### src/rtl/id_stage.sv
// Decode stage: IF/ID register, bypassed register file, immediate generation,
// control decode, early branch/JAL resolution and the registered ID/EX boundary.
module id_stage #(
  parameter int              XLEN     = 32,
  parameter logic [XLEN-1:0] RESET_PC = '0
) (
  input  logic            clk,
  input  logic            reset_n,
  input  logic [31:0]     instruction_in,
  input  logic [XLEN-1:0] pc_in,
  input  logic            stall,
  input  logic            flush,
  input  logic            wb_en,
  input  logic [4:0]      wb_rd,
  input  logic [XLEN-1:0] wb_data,
  output logic            PCSrc,
  output logic [XLEN-1:0] imm_ext,
  output logic            ex_valid,
  output logic [XLEN-1:0] ex_pc,
  output logic [XLEN-1:0] ex_rs1_data,
  output logic [XLEN-1:0] ex_rs2_data,
  output logic [XLEN-1:0] ex_imm,
  output logic [4:0]      ex_rs1,
  output logic [4:0]      ex_rs2,
  output logic [4:0]      ex_rd,
  output logic [2:0]      ex_funct3,
  output logic [3:0]      ex_alu_op,
  output logic            ex_alu_src_imm,
  output logic            ex_reg_write,
  output logic            ex_mem_read,
  output logic            ex_mem_write,
  output logic [1:0]      ex_wb_sel,
  output logic            ex_illegal
);
  localparam logic [6:0]  OP_LUI = 7'b0110111, OP_AUIPC = 7'b0010111, OP_JAL = 7'b1101111,
                          OP_BRANCH = 7'b1100011, OP_LOAD = 7'b0000011, OP_STORE = 7'b0100011,
                          OP_IMM = 7'b0010011, OP_OP = 7'b0110011;
  localparam logic [31:0] NOP = 32'h00000013;

  typedef enum logic [3:0] {
    ALU_ADD = 4'd0, ALU_SUB = 4'd1, ALU_SLL = 4'd2, ALU_SLT = 4'd3, ALU_SLTU = 4'd4,
    ALU_XOR = 4'd5, ALU_SRL = 4'd6, ALU_SRA = 4'd7, ALU_OR = 4'd8, ALU_AND = 4'd9,
    ALU_PASS_B = 4'd10
  } alu_op_e;

  typedef struct packed {
    logic [3:0] alu_op;
    logic       alu_src_imm;
    logic       reg_write;
    logic       mem_read;
    logic       mem_write;
    logic [1:0] wb_sel;
    logic       illegal;
  } ctrl_t;

  // IF/ID state
  logic            if_valid;
  logic [XLEN-1:0] if_pc;
  logic [31:0]     if_instr;

  logic [XLEN-1:0] regs [32];

  logic [6:0] opcode;
  logic [4:0] rs1, rs2, rd;
  logic [2:0] funct3;
  assign opcode = if_instr[6:0];
  assign rd     = if_instr[11:7];
  assign funct3 = if_instr[14:12];
  assign rs1    = if_instr[19:15];
  assign rs2    = if_instr[24:20];

  logic [XLEN-1:0] imm_i, imm_s, imm_b, imm_u, imm_j, imm;
  assign imm_i = XLEN'($signed(if_instr[31:20]));
  assign imm_s = XLEN'($signed({if_instr[31:25], if_instr[11:7]}));
  assign imm_b = XLEN'($signed({if_instr[31], if_instr[7], if_instr[30:25], if_instr[11:8], 1'b0}));
  assign imm_u = XLEN'($signed({if_instr[31:12], 12'b0}));
  assign imm_j = XLEN'($signed({if_instr[31], if_instr[19:12], if_instr[20], if_instr[30:21], 1'b0}));

  // funct3 -> ALU op; alt selects SUB/SRA via instr[30]
  function automatic logic [3:0] alu_f3(input logic [2:0] f3, input logic alt);
    case (f3)
      3'd0:    alu_f3 = alt ? ALU_SUB : ALU_ADD;
      3'd1:    alu_f3 = ALU_SLL;
      3'd2:    alu_f3 = ALU_SLT;
      3'd3:    alu_f3 = ALU_SLTU;
      3'd4:    alu_f3 = ALU_XOR;
      3'd5:    alu_f3 = alt ? ALU_SRA : ALU_SRL;
      3'd6:    alu_f3 = ALU_OR;
      default: alu_f3 = ALU_AND;
    endcase
  endfunction

  ctrl_t ctrl;
  // Control decode and immediate format select
  always_comb begin
    ctrl = '0;
    imm  = '0;
    case (opcode)
      OP_LUI:    begin imm = imm_u; ctrl.alu_op = ALU_PASS_B; ctrl.alu_src_imm = 1'b1; ctrl.reg_write = 1'b1; end
      OP_AUIPC:  begin imm = imm_u; ctrl.alu_op = ALU_ADD; ctrl.alu_src_imm = 1'b1; ctrl.reg_write = 1'b1; end
      OP_JAL:    begin imm = imm_j; ctrl.reg_write = 1'b1; ctrl.wb_sel = 2'd2; end
      OP_BRANCH: begin imm = imm_b; ctrl.alu_op = ALU_SUB; end
      OP_LOAD:   begin imm = imm_i; ctrl.alu_src_imm = 1'b1; ctrl.reg_write = 1'b1;
                       ctrl.mem_read = 1'b1; ctrl.wb_sel = 2'd1; end
      OP_STORE:  begin imm = imm_s; ctrl.alu_src_imm = 1'b1; ctrl.mem_write = 1'b1; end
      OP_IMM:    begin imm = imm_i; ctrl.alu_op = alu_f3(funct3, (funct3 == 3'd5) && if_instr[30]);
                       ctrl.alu_src_imm = 1'b1; ctrl.reg_write = 1'b1; end
      OP_OP:     begin ctrl.alu_op = alu_f3(funct3, ((funct3 == 3'd0) || (funct3 == 3'd5)) && if_instr[30]);
                       ctrl.reg_write = 1'b1; end
      default:   ctrl.illegal = 1'b1;
    endcase
  end

  // Operand read with same-cycle write-back bypass; x0 hardwired to zero
  logic [XLEN-1:0] rs1_data, rs2_data;
  always_comb begin
    rs1_data = '0;
    rs2_data = '0;
    if (rs1 != 5'd0) rs1_data = (wb_en && wb_rd == rs1) ? wb_data : regs[rs1];
    if (rs2 != 5'd0) rs2_data = (wb_en && wb_rd == rs2) ? wb_data : regs[rs2];
  end

  // Branch condition on bypassed operands
  logic cond, taken;
  always_comb begin
    cond = 1'b0;
    case (funct3)
      3'd0:    cond = (rs1_data == rs2_data);
      3'd1:    cond = (rs1_data != rs2_data);
      3'd4:    cond = ($signed(rs1_data) <  $signed(rs2_data));
      3'd5:    cond = ($signed(rs1_data) >= $signed(rs2_data));
      3'd6:    cond = (rs1_data <  rs2_data);
      3'd7:    cond = (rs1_data >= rs2_data);
      default: cond = 1'b0;
    endcase
  end

  assign taken   = if_valid && !stall && !flush &&
                   ((opcode == OP_JAL) || ((opcode == OP_BRANCH) && cond));
  // Fetch already points at id_pc+4, so the offset is pre-biased by -4
  assign PCSrc   = taken;
  assign imm_ext = taken ? (imm - XLEN'(4)) : '0;

  // IF/ID register: squash beats hold beats capture
  always_ff @(posedge clk or negedge reset_n) begin
    if (!reset_n) begin
      if_valid <= 1'b0;
      if_pc    <= RESET_PC;
      if_instr <= NOP;
    end else if (flush || taken) begin
      if_valid <= 1'b0;
    end else if (!stall) begin
      if_valid <= 1'b1;
      if_pc    <= pc_in;
      if_instr <= instruction_in;
    end
  end

  // Register file write port
  always_ff @(posedge clk or negedge reset_n) begin
    if (!reset_n) begin
      for (int i = 0; i < 32; i++) regs[i] <= '0;
    end else if (wb_en && wb_rd != 5'd0) begin
      regs[wb_rd] <= wb_data;
    end
  end

  ctrl_t ex_ctrl;
  // ID/EX register: data fields always load, control is zeroed on a bubble
  always_ff @(posedge clk or negedge reset_n) begin
    if (!reset_n) begin
      ex_valid    <= 1'b0;
      ex_pc       <= '0;
      ex_rs1_data <= '0;
      ex_rs2_data <= '0;
      ex_imm      <= '0;
      ex_rs1      <= '0;
      ex_rs2      <= '0;
      ex_rd       <= '0;
      ex_funct3   <= '0;
      ex_ctrl     <= '0;
    end else begin
      ex_pc       <= if_pc;
      ex_rs1_data <= rs1_data;
      ex_rs2_data <= rs2_data;
      ex_imm      <= imm;
      ex_rs1      <= rs1;
      ex_rs2      <= rs2;
      ex_rd       <= rd;
      ex_funct3   <= funct3;
      if (stall || !if_valid || flush) begin
        ex_valid <= 1'b0;
        ex_ctrl  <= '0;
      end else begin
        ex_valid <= 1'b1;
        ex_ctrl  <= ctrl;
      end
    end
  end

  assign ex_alu_op      = ex_ctrl.alu_op;
  assign ex_alu_src_imm = ex_ctrl.alu_src_imm;
  assign ex_reg_write   = ex_ctrl.reg_write;
  assign ex_mem_read    = ex_ctrl.mem_read;
  assign ex_mem_write   = ex_ctrl.mem_write;
  assign ex_wb_sel      = ex_ctrl.wb_sel;
  assign ex_illegal     = ex_ctrl.illegal;
endmodule
### config.mk
export PLATFORM = sky130hd
export DESIGN_NAME = id_stage
export DESIGN_NICKNAME = d
export VERILOG_FILES = /design/src/rtl/id_stage.sv
export SDC_FILE = /design/constraint.sdc
export NUM_CORES = 2
export LEC_CHECK = 0
export ABC_AREA = 1
export CORE_MARGIN = 1.5
export CORE_UTILIZATION = 35
export CTS_BUF_LIST = sky130_fd_sc_hd__clkbuf_8
export CTS_CLUSTER_SIZE = 25
export DETAILED_ROUTE_END_ITERATION = 10
export PLACE_DENSITY = 0.56
export SETUP_SLACK_MARGIN = 0.15
export SLEW_MARGIN = 40
export SYNTH_ARGS = -nofsm -noshare
export SYNTH_HDL_FRONTEND = slang
export SYNTH_SLANG_ARGS = --single-unit
### constraint.sdc
create_clock -name clk -period 4.2 [get_ports clk]
set_input_delay 0.63 -clock clk [delete_from_list [all_inputs] [get_ports clk]]
set_output_delay 0.63 -clock clk [all_outputs]
set_load 0.01 [all_outputs]
==> impl_metrics.tcl <==
set metrics [dict create \
    status "complete, but fails checks" \
    violations "setup timing" \
    core_area_um2 181000 \
    fin_cells 11700 \
    drive_above_1_share 0.201 \
    crit_fanout 10 \
    clock_latency_ns 1.00 \
    clockBufferDepth 3 \
    gr-total-overflow 0 \
    ys.warnings.count 0 \
    hold_violations 0 \
    syn_to_final_growth_pct 33.0 \
    drc 0 \
    postLayoutCoreUtil 0.469 \
    hold_path_class "in -> reg" \
    vias 68100 \
    dieArea_um2 185000 \
    setup_violations 97 \
    syn_area_um2 64000 \
    antenna_found_initial 20 \
    drt_iter0_markers 9665 \
    synth_edf_count 0 \
    routed_wl_mm 298 \
    die_x_um 430 \
    wl_per_cell_um 25.5 \
    rrSetupSlack_ns -0.92 \
    place_congestion 0.951 \
    cts_tree "yes" \
    crit_path_top_delay_cell "dfrtp_4" \
    place.port_buffers 295 \
    nFillCells 17500 \
    timing.final.ws_setup_ns -1.91 \
    die_h_um 430 \
    max_slew_margin 0.396 \
    async_flop_share 1.00 \
    h-tree-depth 4 \
    worst_slew_pin_slew_ns 0.906 \
    crit_required_ns 3.57 \
    ir_drop_mv 0.312 \
    reg2reg_depth 32 \
    fmax_ghz 0.164 \
    crit_type "reg -> out" \
    synth_cells 8222 \
    synthesis.nets 8361 \
    setup-tns-final_ns -111.11 \
    synth_cell_types 58 \
    drv_cap 0 \
    crit_end "imm_ext[6]" \
    io_pins 297 \
    cp_common_cell "buf_12" \
    dp.final_hpwl_mm 185 \
    period_minus_slack_ns 6.11 \
    power_leakage_nw 38.6 \
    rows 156 \
    avgSynthCellArea_um2 7.78 \
    clkSlewWorstSetupHoldPaths_ns 0.07 \
    nNetsFinal 9281 \
    cts_root_buf "clkbuf_8" \
    numCtsBuffers 208 \
    hold_slack_ns 0.206 \
    rr_startpoint "if_instr[20]" \
    fin_skew_ns 0.0394 \
    drt_pass1_iterations 6 \
    grt_start_max_net_pins 117 \
    min_period_over_period 1.46 \
    ant_nets 0 \
    start_util 0.353 \
    arrival_ns 5.48 \
    synth_top_flop_cell "dfrtp_1" \
    clkSinkCount 1247 \
    ys_seq_elements 1247 \
    powerDensity_nw_per_um2 487 \
    cp-end-kind "output port" \
    rsz0062_at_grt "yes" \
    critical_path.startpoint "if_instr[20]" \
    seq_area_frac_synth 0.488 \
    start_kind "flop" \
    track_usage 0.306 \
    slew_violations 0 \
    dp.cells 11200 \
    grt_pass1_wl_mm 426 \
    first_global_vias 62900 \
    via_per_inst 5.82 \
    cpPeakStageDelay_ns 0.50 \
    rr_endpoint "if_instr[15]" \
]
[synth_stat cells, types with 6 or more instances]
cell       number  area, µm²
o22ai_1       100        626
buf_2          87        435
nand2_1      1488       5590
a311oi_1       14        123
o221ai_1       78        683
nor2_4          7       78.8
nor3_1         26        130
o211ai_1      174       1310
a211oi_1       42        315
xor2_1         10       87.6
dfrtp_1      1244      31100
buf_1          44        165
nor2_1        566       2120
nand3_1       244       1220
a21oi_1       552       2760
inv_1         437       1640
nand4_1        70        438
clkinv_1        6       22.5
o21ai_0      2221      11100
inv_2           7       26.3
nor4_1         10       62.6
ha_1           33        413
o2111ai_1      26        228
o21bai_1       10       75.1
clkbuf_1      648       2430
nor2_2          8       50.1
[per-layer routing]
| metal | up-vias | track usage | share of wire |
|---|---|---|---|
| li1 | 30000 | - | - |
| met1 | 32800 | 0.410 | 0.39 |
| met2 | 4413 | 0.463 | 0.43 |
| met3 | 836 | 0.0681 | 0.12 |
| met4 | 14 | 0.159 | 0.056 |
| met5 | - | 0 | 0.00027 |
[through the flow]
step | instance area (µm²) | worst slack, ns | power (W)
final | 85000 | -1.91 | 0.0414
after detailed placement | 77200 | -1.72 | 0.0281
after floorplan | 64600 | 0.150 | 0.0215
after global routing | 85000 | -1.99 | 0.0433
after global placement | 77100 | -1.67 | 0.0279
after CTS | 82800 | -1.92 | 0.0401
[cell type report]
cell class / instances / area [µm²] / area share
Antenna cell: 7 / 17.5 / 0.000206
Clock buffer: 267 / 3670 / 0.0432
Clock inverter: 118 / 707 / 0.00831
Inverter: 451 / 1770 / 0.0208
Multi-Input combinational cell: 5740 / 29400 / 0.346
Sequential cell: 1247 / 31200 / 0.367
Tap cell: 2370 / 2970 / 0.0349
Timing Repair Buffer: 1492 / 15200 / 0.179
Timing Repair inverter: 2 / 27.5 / 0.000324
[cells in the final DEF (no fill, tap or decap), types with 90 or more instances in the layout]
cell,netlist,final
o22ai_1,100,90
a21oi_1,552,473
nor2_1,566,549
o211ai_1,174,174
nand3_1,244,229
o21ai_1,5,125
buf_4,5,932
clkdlybuf4s50_1,0,262
buf_12,0,152
o21ai_0,2221,2087
clkbuf_8,0,267
inv_1,437,485
nand2_1,1488,1438
dfrtp_1,1244,1234
[cells by family after synthesis]
| group | synth area share |
|---|---|
| AOI/OAI and AO/OA | 0.274 |
| xor gates and xnor gates | 0.00205 |
| adders and majority gates | 0.00646 |
| buffers and inverters | 0.0745 |
| DFF | 0.488 |
| other | 0.0000586 |
| and+or+nand+nor | 0.155 |
[repair_timing]
| action | 4_1_cts | 5_1_grt |
|---|---|---|
| hold endpoints to repair | 91 | 0 |
| resized for setup | 188 | 407 |
| setup endpoints to repair | 97 | 97 |
| setup buffers | 40 | 60 |
| pin swaps | 33 | 121 |
| hold buffers | 1 | 0 |
| gates cloned | 15 | 24 |
[worst min-delay path by stage]
stage                                   from           end  slack (ns)  cells past startpoint
after floorplan                      reset_n  ex_alu_op[0]        0.33                      0
final                     instruction_in[31]  if_instr[31]        0.21                      3
after global routing      instruction_in[31]  if_instr[31]        0.21                      3
after detailed placement           if_pc[14]     ex_pc[14]        0.36                      0
after CTS                 instruction_in[31]  if_instr[31]        0.15                      3
after global placement             if_pc[16]     ex_pc[16]        0.36                      0
[state kept, by name (all words and copies together), names as in the netlist, 32 cells and up]
register / count
ex_rs2_data: 32
if_instr: 32
regs: 1024
ex_rs1_data: 32
if_pc: 32
ex_pc: 32
ex_imm: 32
[power breakdown]
group | internal [W] | switching [W]
clock | 0.00603 | 0.00547
sequential | 0.0142 | 0.00138
combinational | 0.00609 | 0.00817
[worst max-delay path, delay by kind of cell, from the launching register on]
kind | cells | cell delay (ns)
AO/OA/AOI/OAI | 8 | 1.51
buffers and inverters | 11 | 1.45
AND/OR/NAND/NOR | 9 | 0.82
flip-flops | 1 | 0.50
adder cells (fa/ha/maj) | 1 | 0.18
No activity file was read; power rests on OpenSTA's default activity.
